===== src/rtl/discus_snoop_arbiter.sv =====
// ---------------------------------------------------------------------------
// discus_snoop_arbiter
//
// Shares the discus core's single snoop port between a host loader (h_*) and
// a debug monitor (d_*). Round-robin arbitration with bursts bounded by
// BURST_MAX while the other requester waits. Every accepted request becomes
// one registered snoop cycle. Reads return through a two-stage pipeline as a
// one-cycle rsp_valid strobe tagged with the owner. The block also owns the
// core reset (cpu_reset) so the host can hold the CPU while loading program
// memory.
//
// Ports:
//   clk, reset           clock (also the core's snoop_clk), sync active-low reset
//   h_valid/h_ready      host handshake; h_write/h_prog/h_addr/h_data request
//   h_hold               host asks for the CPU to be held in reset
//   d_*                  same request interface for the debug requester
//   rsp_valid/src/data   read response strobe, owner (0=host,1=debug), data
//   snoopa/snoopd        registered address / write data to the core
//   snoopm/snoopp        data-memory / program-memory write strobes
//   snoopq               registered read data from the core
//   cpu_reset            active-high core reset
//   prog_lock_err        (only with DISCUS_SNOOP_PROG_LOCK_EN) sticky error set
//                        by a debug program write while the CPU is running
//
// Configuration macro: DISCUS_SNOOP_PROG_LOCK_EN
// ---------------------------------------------------------------------------
module discus_snoop_arbiter #(
    parameter int unsigned BURST_MAX = 16
) (
    input  logic       clk,
    input  logic       reset,
    input  logic       h_valid,
    output logic       h_ready,
    input  logic       h_write,
    input  logic       h_prog,
    input  logic [7:0] h_addr,
    input  logic [7:0] h_data,
    input  logic       h_hold,
    input  logic       d_valid,
    output logic       d_ready,
    input  logic       d_write,
    input  logic       d_prog,
    input  logic [7:0] d_addr,
    input  logic [7:0] d_data,
    output logic       rsp_valid,
    output logic       rsp_src,
    output logic [7:0] rsp_data,
    output logic [7:0] snoopa,
    output logic [7:0] snoopd,
    output logic       snoopm,
    output logic       snoopp,
    input  logic [7:0] snoopq,
    output logic       cpu_reset
`ifdef DISCUS_SNOOP_PROG_LOCK_EN
    ,
    output logic       prog_lock_err
`endif
);

    typedef enum logic [1:0] {
        ST_IDLE = 2'd0,
        ST_HOST = 2'd1,
        ST_DBG  = 2'd2
    } state_t;

    localparam logic [7:0] BURST_LIM = 8'(BURST_MAX);

    state_t     state_q, state_d;
    logic       last_dbg_q, last_dbg_d;     // 1 = debug was granted last
    logic [7:0] cnt_q, cnt_d;
    logic [7:0] cnt_inc;

    logic       h_acc, d_acc, acc;
    logic       sel_write, sel_prog;
    logic [7:0] sel_addr, sel_data;
    logic       lock_block;

    logic [7:0] snoopa_q, snoopa_d, snoopd_q, snoopd_d;
    logic       snoopm_q, snoopm_d, snoopp_q, snoopp_d;
    logic       rd1_q, rd1_d, rd1_src_q, rd1_src_d, rd1_prog_q, rd1_prog_d;
    logic       rd2_q, rd2_d, rd2_src_q, rd2_src_d, rd2_prog_q, rd2_prog_d;
    logic       rsp_valid_q, rsp_valid_d, rsp_src_q, rsp_src_d;
    logic [7:0] rsp_data_q, rsp_data_d;
    logic       cpu_reset_q, cpu_reset_d;
    logic       lock_err_q, lock_err_d;

    // Arbitration state register
    always_ff @(posedge clk) begin
        if (!reset) begin
            state_q    <= ST_IDLE;
            last_dbg_q <= 1'b1;
            cnt_q      <= 8'd0;
        end else begin
            state_q    <= state_d;
            last_dbg_q <= last_dbg_d;
            cnt_q      <= cnt_d;
        end
    end

    // Next-state logic: round-robin grant with bounded bursts
    always_comb begin
        state_d    = state_q;
        last_dbg_d = last_dbg_q;
        cnt_d      = cnt_q;
        // Saturating increment: an unopposed burst simply keeps going.
        cnt_inc    = (cnt_q >= BURST_LIM) ? BURST_LIM : (cnt_q + 8'd1);
        case (state_q)
            ST_IDLE: begin
                cnt_d = 8'd0;
                if (h_valid && d_valid) begin
                    state_d = last_dbg_q ? ST_HOST : ST_DBG;
                end else if (h_valid) begin
                    state_d = ST_HOST;
                end else if (d_valid) begin
                    state_d = ST_DBG;
                end else begin
                    state_d = ST_IDLE;
                end
            end
            ST_HOST: begin
                if (h_valid) begin
                    last_dbg_d = 1'b0;
                    if ((cnt_inc == BURST_LIM) && d_valid) begin
                        state_d = ST_DBG;
                        cnt_d   = 8'd0;
                    end else begin
                        cnt_d = cnt_inc;
                    end
                end else begin
                    cnt_d   = 8'd0;
                    state_d = d_valid ? ST_DBG : ST_IDLE;
                end
            end
            ST_DBG: begin
                if (d_valid) begin
                    last_dbg_d = 1'b1;
                    if ((cnt_inc == BURST_LIM) && h_valid) begin
                        state_d = ST_HOST;
                        cnt_d   = 8'd0;
                    end else begin
                        cnt_d = cnt_inc;
                    end
                end else begin
                    cnt_d   = 8'd0;
                    state_d = h_valid ? ST_HOST : ST_IDLE;
                end
            end
            default: begin
                state_d = ST_IDLE;
                cnt_d   = 8'd0;
            end
        endcase
    end

    // Grant decode and selection of the accepted request
    always_comb begin
        h_ready   = (state_q == ST_HOST);
        d_ready   = (state_q == ST_DBG);
        h_acc     = h_ready & h_valid;
        d_acc     = d_ready & d_valid;
        acc       = h_acc | d_acc;
        sel_write = d_acc ? d_write : h_write;
        sel_prog  = d_acc ? d_prog  : h_prog;
        sel_addr  = d_acc ? d_addr  : h_addr;
        sel_data  = d_acc ? d_data  : h_data;
    end

    // Snoop cycle, read pipeline and cpu_reset next values
    always_comb begin
`ifdef DISCUS_SNOOP_PROG_LOCK_EN
        lock_block = d_acc & d_write & d_prog & ~cpu_reset_q;
`else
        lock_block = 1'b0;
`endif
        lock_err_d = lock_err_q | lock_block;
        snoopa_d   = acc ? sel_addr : 8'h00;
        snoopd_d   = acc ? sel_data : 8'h00;
        snoopm_d   = acc & sel_write & ~sel_prog;
        snoopp_d   = acc & sel_write & sel_prog & ~lock_block;
        // Stage 1: address on snoopa; stage 2: core's registered data on snoopq.
        rd1_d      = acc & ~sel_write;
        rd1_src_d  = d_acc;
        rd1_prog_d = sel_prog;
        rd2_d      = rd1_q;
        rd2_src_d  = rd1_src_q;
        rd2_prog_d = rd1_prog_q;
        rsp_valid_d = rd2_q;
        if (rd2_q) begin
            rsp_src_d  = rd2_src_q;
            // Program memory is write-only, so its reads return zero.
            rsp_data_d = rd2_prog_q ? 8'h00 : snoopq;
        end else begin
            rsp_src_d  = rsp_src_q;
            rsp_data_d = rsp_data_q;
        end
        // Release only once the host is off the port and the last program
        // write strobe has been presented to the core.
        if (h_hold) begin
            cpu_reset_d = 1'b1;
        end else if ((state_q != ST_HOST) && !snoopp_q) begin
            cpu_reset_d = 1'b0;
        end else begin
            cpu_reset_d = cpu_reset_q;
        end
    end

    // Datapath registers
    always_ff @(posedge clk) begin
        if (!reset) begin
            snoopa_q    <= 8'h00;
            snoopd_q    <= 8'h00;
            snoopm_q    <= 1'b0;
            snoopp_q    <= 1'b0;
            rd1_q       <= 1'b0;
            rd1_src_q   <= 1'b0;
            rd1_prog_q  <= 1'b0;
            rd2_q       <= 1'b0;
            rd2_src_q   <= 1'b0;
            rd2_prog_q  <= 1'b0;
            rsp_valid_q <= 1'b0;
            rsp_src_q   <= 1'b0;
            rsp_data_q  <= 8'h00;
            cpu_reset_q <= 1'b1;
            lock_err_q  <= 1'b0;
        end else begin
            snoopa_q    <= snoopa_d;
            snoopd_q    <= snoopd_d;
            snoopm_q    <= snoopm_d;
            snoopp_q    <= snoopp_d;
            rd1_q       <= rd1_d;
            rd1_src_q   <= rd1_src_d;
            rd1_prog_q  <= rd1_prog_d;
            rd2_q       <= rd2_d;
            rd2_src_q   <= rd2_src_d;
            rd2_prog_q  <= rd2_prog_d;
            rsp_valid_q <= rsp_valid_d;
            rsp_src_q   <= rsp_src_d;
            rsp_data_q  <= rsp_data_d;
            cpu_reset_q <= cpu_reset_d;
            lock_err_q  <= lock_err_d;
        end
    end

    assign snoopa    = snoopa_q;
    assign snoopd    = snoopd_q;
    assign snoopm    = snoopm_q;
    assign snoopp    = snoopp_q;
    assign rsp_valid = rsp_valid_q;
    assign rsp_src   = rsp_src_q;
    assign rsp_data  = rsp_data_q;
    assign cpu_reset = cpu_reset_q;
`ifdef DISCUS_SNOOP_PROG_LOCK_EN
    assign prog_lock_err = lock_err_q;
`endif

endmodule


===== config.mk =====
export PLATFORM = sky130hd
export DESIGN_NAME = discus_snoop_arbiter
export DESIGN_NICKNAME = d
export VERILOG_FILES = /design/src/rtl/discus_snoop_arbiter.sv
export SDC_FILE = /design/constraint.sdc
export NUM_CORES = 1
export LEC_CHECK = 0
export ABC_AREA = 1
export CORE_ASPECT_RATIO = 1.1
export CORE_MARGIN = 4
export CORE_UTILIZATION = 44
export CTS_CLUSTER_DIAMETER = 30
export DETAILED_ROUTE_END_ITERATION = 10
export HOLD_SLACK_MARGIN = 0.08
export PLACE_DENSITY_LB_ADDON = 0.2
export SLEW_MARGIN = 20
export SYNTH_ARGS = -nofsm -noshare
export SYNTH_HDL_FRONTEND = slang
export SYNTH_SLANG_ARGS = --single-unit

===== constraint.sdc =====
create_clock -name clk -period 2.3 [get_ports clk]
set_input_delay 0.46 -clock clk [delete_from_list [all_inputs] [get_ports clk]]
set_output_delay 0.46 -clock clk [all_outputs]
set_load 0.1 [all_outputs]

==> report_table.html <==
<table>
<tr><th>Metric</th><th>Value</th></tr>
<tr><th colspan="2">Setup path</th></tr>
<tr><td>Element type at the critical path end</td><td>output port</td></tr>
<tr><td>Maximum fanout encountered on the critical timing path</td><td>5</td></tr>
<tr><td>Setup Crit Path Kind</td><td>register to output port</td></tr>
<tr><td>Worst path required time</td><td>1.84 ns</td></tr>
<tr><td>WP data arrival</td><td>1.28 ns</td></tr>
<tr><td>Critical Path Start</td><td>state_q[1]</td></tr>
<tr><td>Reg-to-Reg Start</td><td>state_q[0]</td></tr>
<tr><td>Nature of the critical path startpoint</td><td>register</td></tr>
<tr><td>R2r worst-path depth</td><td>9</td></tr>
<tr><th colspan="2">Clock tree</th></tr>
<tr><td>Clock insertion delay at the later pin of the skew report</td><td>0.29 ns</td></tr>
<tr><td>TritonCTS Buffers</td><td>5</td></tr>
<tr><td>Post-CTS repair timing setup buffer count</td><td>0</td></tr>
<tr><td>Clock-pin slew reported for the worst setup and hold paths after clock tree synthesis</td><td>0.08 ns</td></tr>
<tr><td>Level count of the clock H-tree</td><td>2</td></tr>
<tr><td>Clock Root Buffer</td><td>sky130_fd_sc_hd__clkbuf_8</td></tr>
<tr><td>PostCTS Resize Cnt</td><td>0</td></tr>
<tr><td>Bufs on Longest Clock Path</td><td>2</td></tr>
<tr><td>Number of sinks handled by clock tree synthesis</td><td>46</td></tr>
<tr><td>Clock tree from TritonCTS</td><td>built</td></tr>
<tr><td>Number of buffers added to fix hold violations after cts</td><td>0</td></tr>
<tr><th colspan="2">Synthesis</th></tr>
<tr><td>Primary flip-flop cell chosen by synthesis mapping</td><td>sky130_fd_sc_hd__dfxtp_1</td></tr>
<tr><td>Parity-gate share of the synthesized area counting xor and xnor cells</td><td>0%</td></tr>
<tr><td>Number of enable flip-flop cells after synthesis</td><td>0</td></tr>
<tr><td>Yosys synthesis warning count</td><td>0</td></tr>
<tr><td>Synthesized flop and latch total</td><td>46</td></tr>
<tr><td>Largest family of logic cells by synthesized area</td><td>simple AND/OR/NAND/NOR gates</td></tr>
<tr><td>Portion of the post-synthesis area used by sequential elements</td><td>52.0%</td></tr>
<tr><td>Fraction of the mapped netlist area in simple logic gates</td><td>approximately a quarter</td></tr>
<tr><td>Mux contribution to synthesized area</td><td>0%</td></tr>
<tr><td>Post-synth cell types</td><td>22</td></tr>
<tr><td>Complex-gate fraction of the synthesized area</td><td>10.7%</td></tr>
<tr><td>Area share of fa/ha/maj cells after synthesis</td><td>4.24%</td></tr>
<tr><td>Gate count of the mapped netlist</td><td>224</td></tr>
<tr><td>Proportion of synthesized flip-flops having asynchronous set or reset</td><td>0%</td></tr>
<tr><td>Netlist Area Pre-Place</td><td>1770 um2</td></tr>
<tr><td>Mapped Avg Cell Area</td><td>about 7.9 um2</td></tr>
<tr><th colspan="2">Timing</th></tr>
<tr><td>Slew at the pin closest to its max-slew limit</td><td>0.544 ns</td></tr>
<tr><td>Max Clock Skew</td><td>around 0.0076 ns</td></tr>
<tr><td>Final Critical Period</td><td>1.74 ns</td></tr>
<tr><td>Final hold violations</td><td>0</td></tr>
<tr><td>Worst relative slew slack</td><td>roughly 64%</td></tr>
<tr><td>Setup slack after layout</td><td>0.559 ns</td></tr>
<tr><td>Post-route clock period utilization</td><td>around three quarters</td></tr>
<tr><td>Total Neg Setup Slack</td><td>0 ns</td></tr>
<tr><td>Final Max Tran Viols</td><td>0</td></tr>
<tr><td>Fmax achieved</td><td>approximately 0.57 GHz</td></tr>
<tr><td>Number of setup violations in the final report</td><td>0</td></tr>
<tr><td>Unrepaired setup endpoints after global routing</td><td>false</td></tr>
<tr><td>Worst Hold Slack</td><td>0.416 ns</td></tr>
<tr><th colspan="2">Cells and area</th></tr>
<tr><td>Fill cell instance count of the final layout</td><td>332</td></tr>
<tr><td>Relative area change from synthesis to final layout</td><td>48.4%</td></tr>
<tr><td>Post-route cell area</td><td>2630 um2</td></tr>
<tr><td>Antenna diodes</td><td>0</td></tr>
<tr><td>Non-filler instance count after layout</td><td>359</td></tr>
<tr><td>Fraction of final layout cells sized beyond drive strength 1</td><td>16.8%</td></tr>
<tr><td>Final net count</td><td>roughly 360</td></tr>
<tr><th colspan="2">Power</th></tr>
<tr><td>Worst voltage drop across the vdd grid</td><td>0.535 mV</td></tr>
<tr><td>Cell leakage power</td><td>0.00120 uW</td></tr>
<tr><td>Pwr dens</td><td>around 800 nW/um2</td></tr>
<tr><th colspan="2">Placed design</th></tr>
<tr><td>Global placer's final weighted congestion</td><td>0.812</td></tr>
<tr><td>Dpl ws</td><td>0.389 ns</td></tr>
<tr><td>Post-DP HPWL</td><td>3050 um</td></tr>
<tr><td>Placed cell areas</td><td>approximately 2500 um2</td></tr>
<tr><td>Port bufs</td><td>79</td></tr>
<tr><td>Placed cell count</td><td>352</td></tr>
<tr><th colspan="2">GRT</th></tr>
<tr><td>Number of global-route vias before repair</td><td>1500</td></tr>
<tr><td>Global-route wire length before repair</td><td>5940 um</td></tr>
<tr><td>GRT met1 Usage</td><td>15.7%</td></tr>
<tr><td>All-Layer GR Usage</td><td>15.7%</td></tr>
<tr><td>Met3 usage in global routing</td><td>8.76%</td></tr>
<tr><td>Number of antenna violations at the first check in global routing</td><td>0</td></tr>
<tr><td>Maximum number of pins on one net before global-route repair</td><td>18</td></tr>
<tr><td>Residual overflow from global routing</td><td>0</td></tr>
<tr><td>Global route hottest layer</td><td>met2</td></tr>
<tr><td>Global Route met2 Usage</td><td>a little over a quarter</td></tr>
<tr><th colspan="2">Status</th></tr>
<tr><td>Status</td><td>completed</td></tr>
<tr><th colspan="2">Detailed routing</th></tr>
<tr><td>Length of the first detailed-routing pass in iterations</td><td>4</td></tr>
<tr><td>Antenna Nets Post-Route</td><td>0</td></tr>
<tr><td>Detail-routed via count per cell</td><td>4.55</td></tr>
<tr><td>Vias</td><td>1635</td></tr>
<tr><td>Final Routed Wirelength</td><td>between 3000 and 4000 um</td></tr>
<tr><td>Routed wirelength normalized by instance count</td><td>~11 um</td></tr>
<tr><td>Remaining routing DRC violations</td><td>0</td></tr>
<tr><td>First-iteration detailed-routing DRC count</td><td>57</td></tr>
<tr><th colspan="2">Worst hold path</th></tr>
<tr><td>Count of cells along the worst hold path</td><td>2</td></tr>
<tr><td>Hold WC Path Type</td><td>register to register</td></tr>
<tr><td>Worst Hold Launch</td><td>rd1_prog_q</td></tr>
<tr><th colspan="2">Floorplanning</th></tr>
<tr><td>Initial Utilization</td><td>a little under half</td></tr>
<tr><td>Die area</td><td>5110 um2</td></tr>
<tr><td>Die boundary width</td><td>68.5 um</td></tr>
<tr><td>Number of ports placed on the die boundary</td><td>80</td></tr>
<tr><td>Height of the die</td><td>74.6 um</td></tr>
<tr><td>Core area</td><td>between 3000 and 4000 um2</td></tr>
<tr><td>Row cnt</td><td>23</td></tr>
<tr><th colspan="2">Run</th></tr>
<tr><td>Number of violations of the max-capacitance limit</td><td>0</td></tr>
</table>
-- final cells by class --
cell class,count,area [um2],share of cell area (%)
timing repair buffer,83,743,28.3
inverter,20,75.1,2.85
multi-input combinational,153,748,28.4
tap,50,62.6,2.38
clock buffer,6,72.6,2.76
clock inverter,1,7.51,0.285
sequential,46,921,35.0
-- critical path, stage by stage (launching register included) --
cell                      delay [ns]
sky130_fd_sc_hd__dfxtp_1        0.34
sky130_fd_sc_hd__inv_1          0.08
sky130_fd_sc_hd__ha_1           0.24
sky130_fd_sc_hd__buf_4          0.32
-- Yosys cell counts (2+ instances only) --
cell	count	area, um2
sky130_fd_sc_hd__a21oi_1	27	135
sky130_fd_sc_hd__buf_2	4	20.0
sky130_fd_sc_hd__clkbuf_1	2	7.51
sky130_fd_sc_hd__dfxtp_1	46	921
sky130_fd_sc_hd__ha_1	6	75.1
sky130_fd_sc_hd__inv_1	19	71.3
sky130_fd_sc_hd__nand2_1	64	240
sky130_fd_sc_hd__nand2_2	3	18.8
sky130_fd_sc_hd__nand3_1	18	90.1
sky130_fd_sc_hd__nor2_1	16	60.1
sky130_fd_sc_hd__o211ai_1	2	15.0
sky130_fd_sc_hd__o21ai_0	6	30.0
sky130_fd_sc_hd__or2_2	2	12.5
-- worst paths after layout --
path	end	slack, ns
min reg2reg	rd2_prog_q	0.42
max	h_ready	0.56
max reg2reg	snoopm	0.72
min	rd2_prog_q	0.42
-- flip-flops by register name (all words and copies together) (netlist names), 2 cells and up --
signal,count
cnt_q,8
rsp_data,8
snoopa,8
snoopd,8
state_q,2
-- cells in the final DEF (no fill, tap or decap), types with 2 or more instances in the layout --
cell / instances
sky130_fd_sc_hd__nand3_1: 18
sky130_fd_sc_hd__buf_4: 35
sky130_fd_sc_hd__dfxtp_1: 46
sky130_fd_sc_hd__clkbuf_8: 5
sky130_fd_sc_hd__o211ai_1: 2
sky130_fd_sc_hd__o21ai_0: 6
sky130_fd_sc_hd__a21oi_1: 27
sky130_fd_sc_hd__nand2_2: 3
sky130_fd_sc_hd__clkdlybuf4s50_1: 48
sky130_fd_sc_hd__nand2_1: 64
sky130_fd_sc_hd__ha_1: 6
sky130_fd_sc_hd__inv_1: 19
sky130_fd_sc_hd__conb_1: 3
sky130_fd_sc_hd__nor2_1: 16
sky130_fd_sc_hd__or2_2: 2
-- through the flow --
stage | util, % | power (uW)
global placement | 67.6 | 1650
floorplan | - | 1450
detailed placement | 67.6 | 1660
global route | 69.8 | 2190
finish | 69.8 | 2090
CTS | 69.8 | 2110
-- kinds of logic after synthesis --
logic type | Yosys count
AND/OR/NAND/NOR | 108
adder cells (fa/ha/maj) | 6
other | 1
buffers and inverters | 27
flip-flops | 46
AO/OA/AOI/OAI | 36
-- report_power, final --
| part | switching [uW] | leakage (uW) | total, uW | internal [uW] |
|---|---|---|---|---|
| sequential | 32.7 | 0.000374 | 890 | 858 |
| combinational | 521 | 0.000785 | 746 | 224 |
| clock | 248 | 0.0000373 | 456 | 208 |
-- routing by layer --
metal	up-vias	wire length, um
met1	686	1530
met3	6	548
met5	-	0
met2	70	1740
li1	873	-
met4	0	68
No activity file was read; power rests on OpenSTA's default activity.
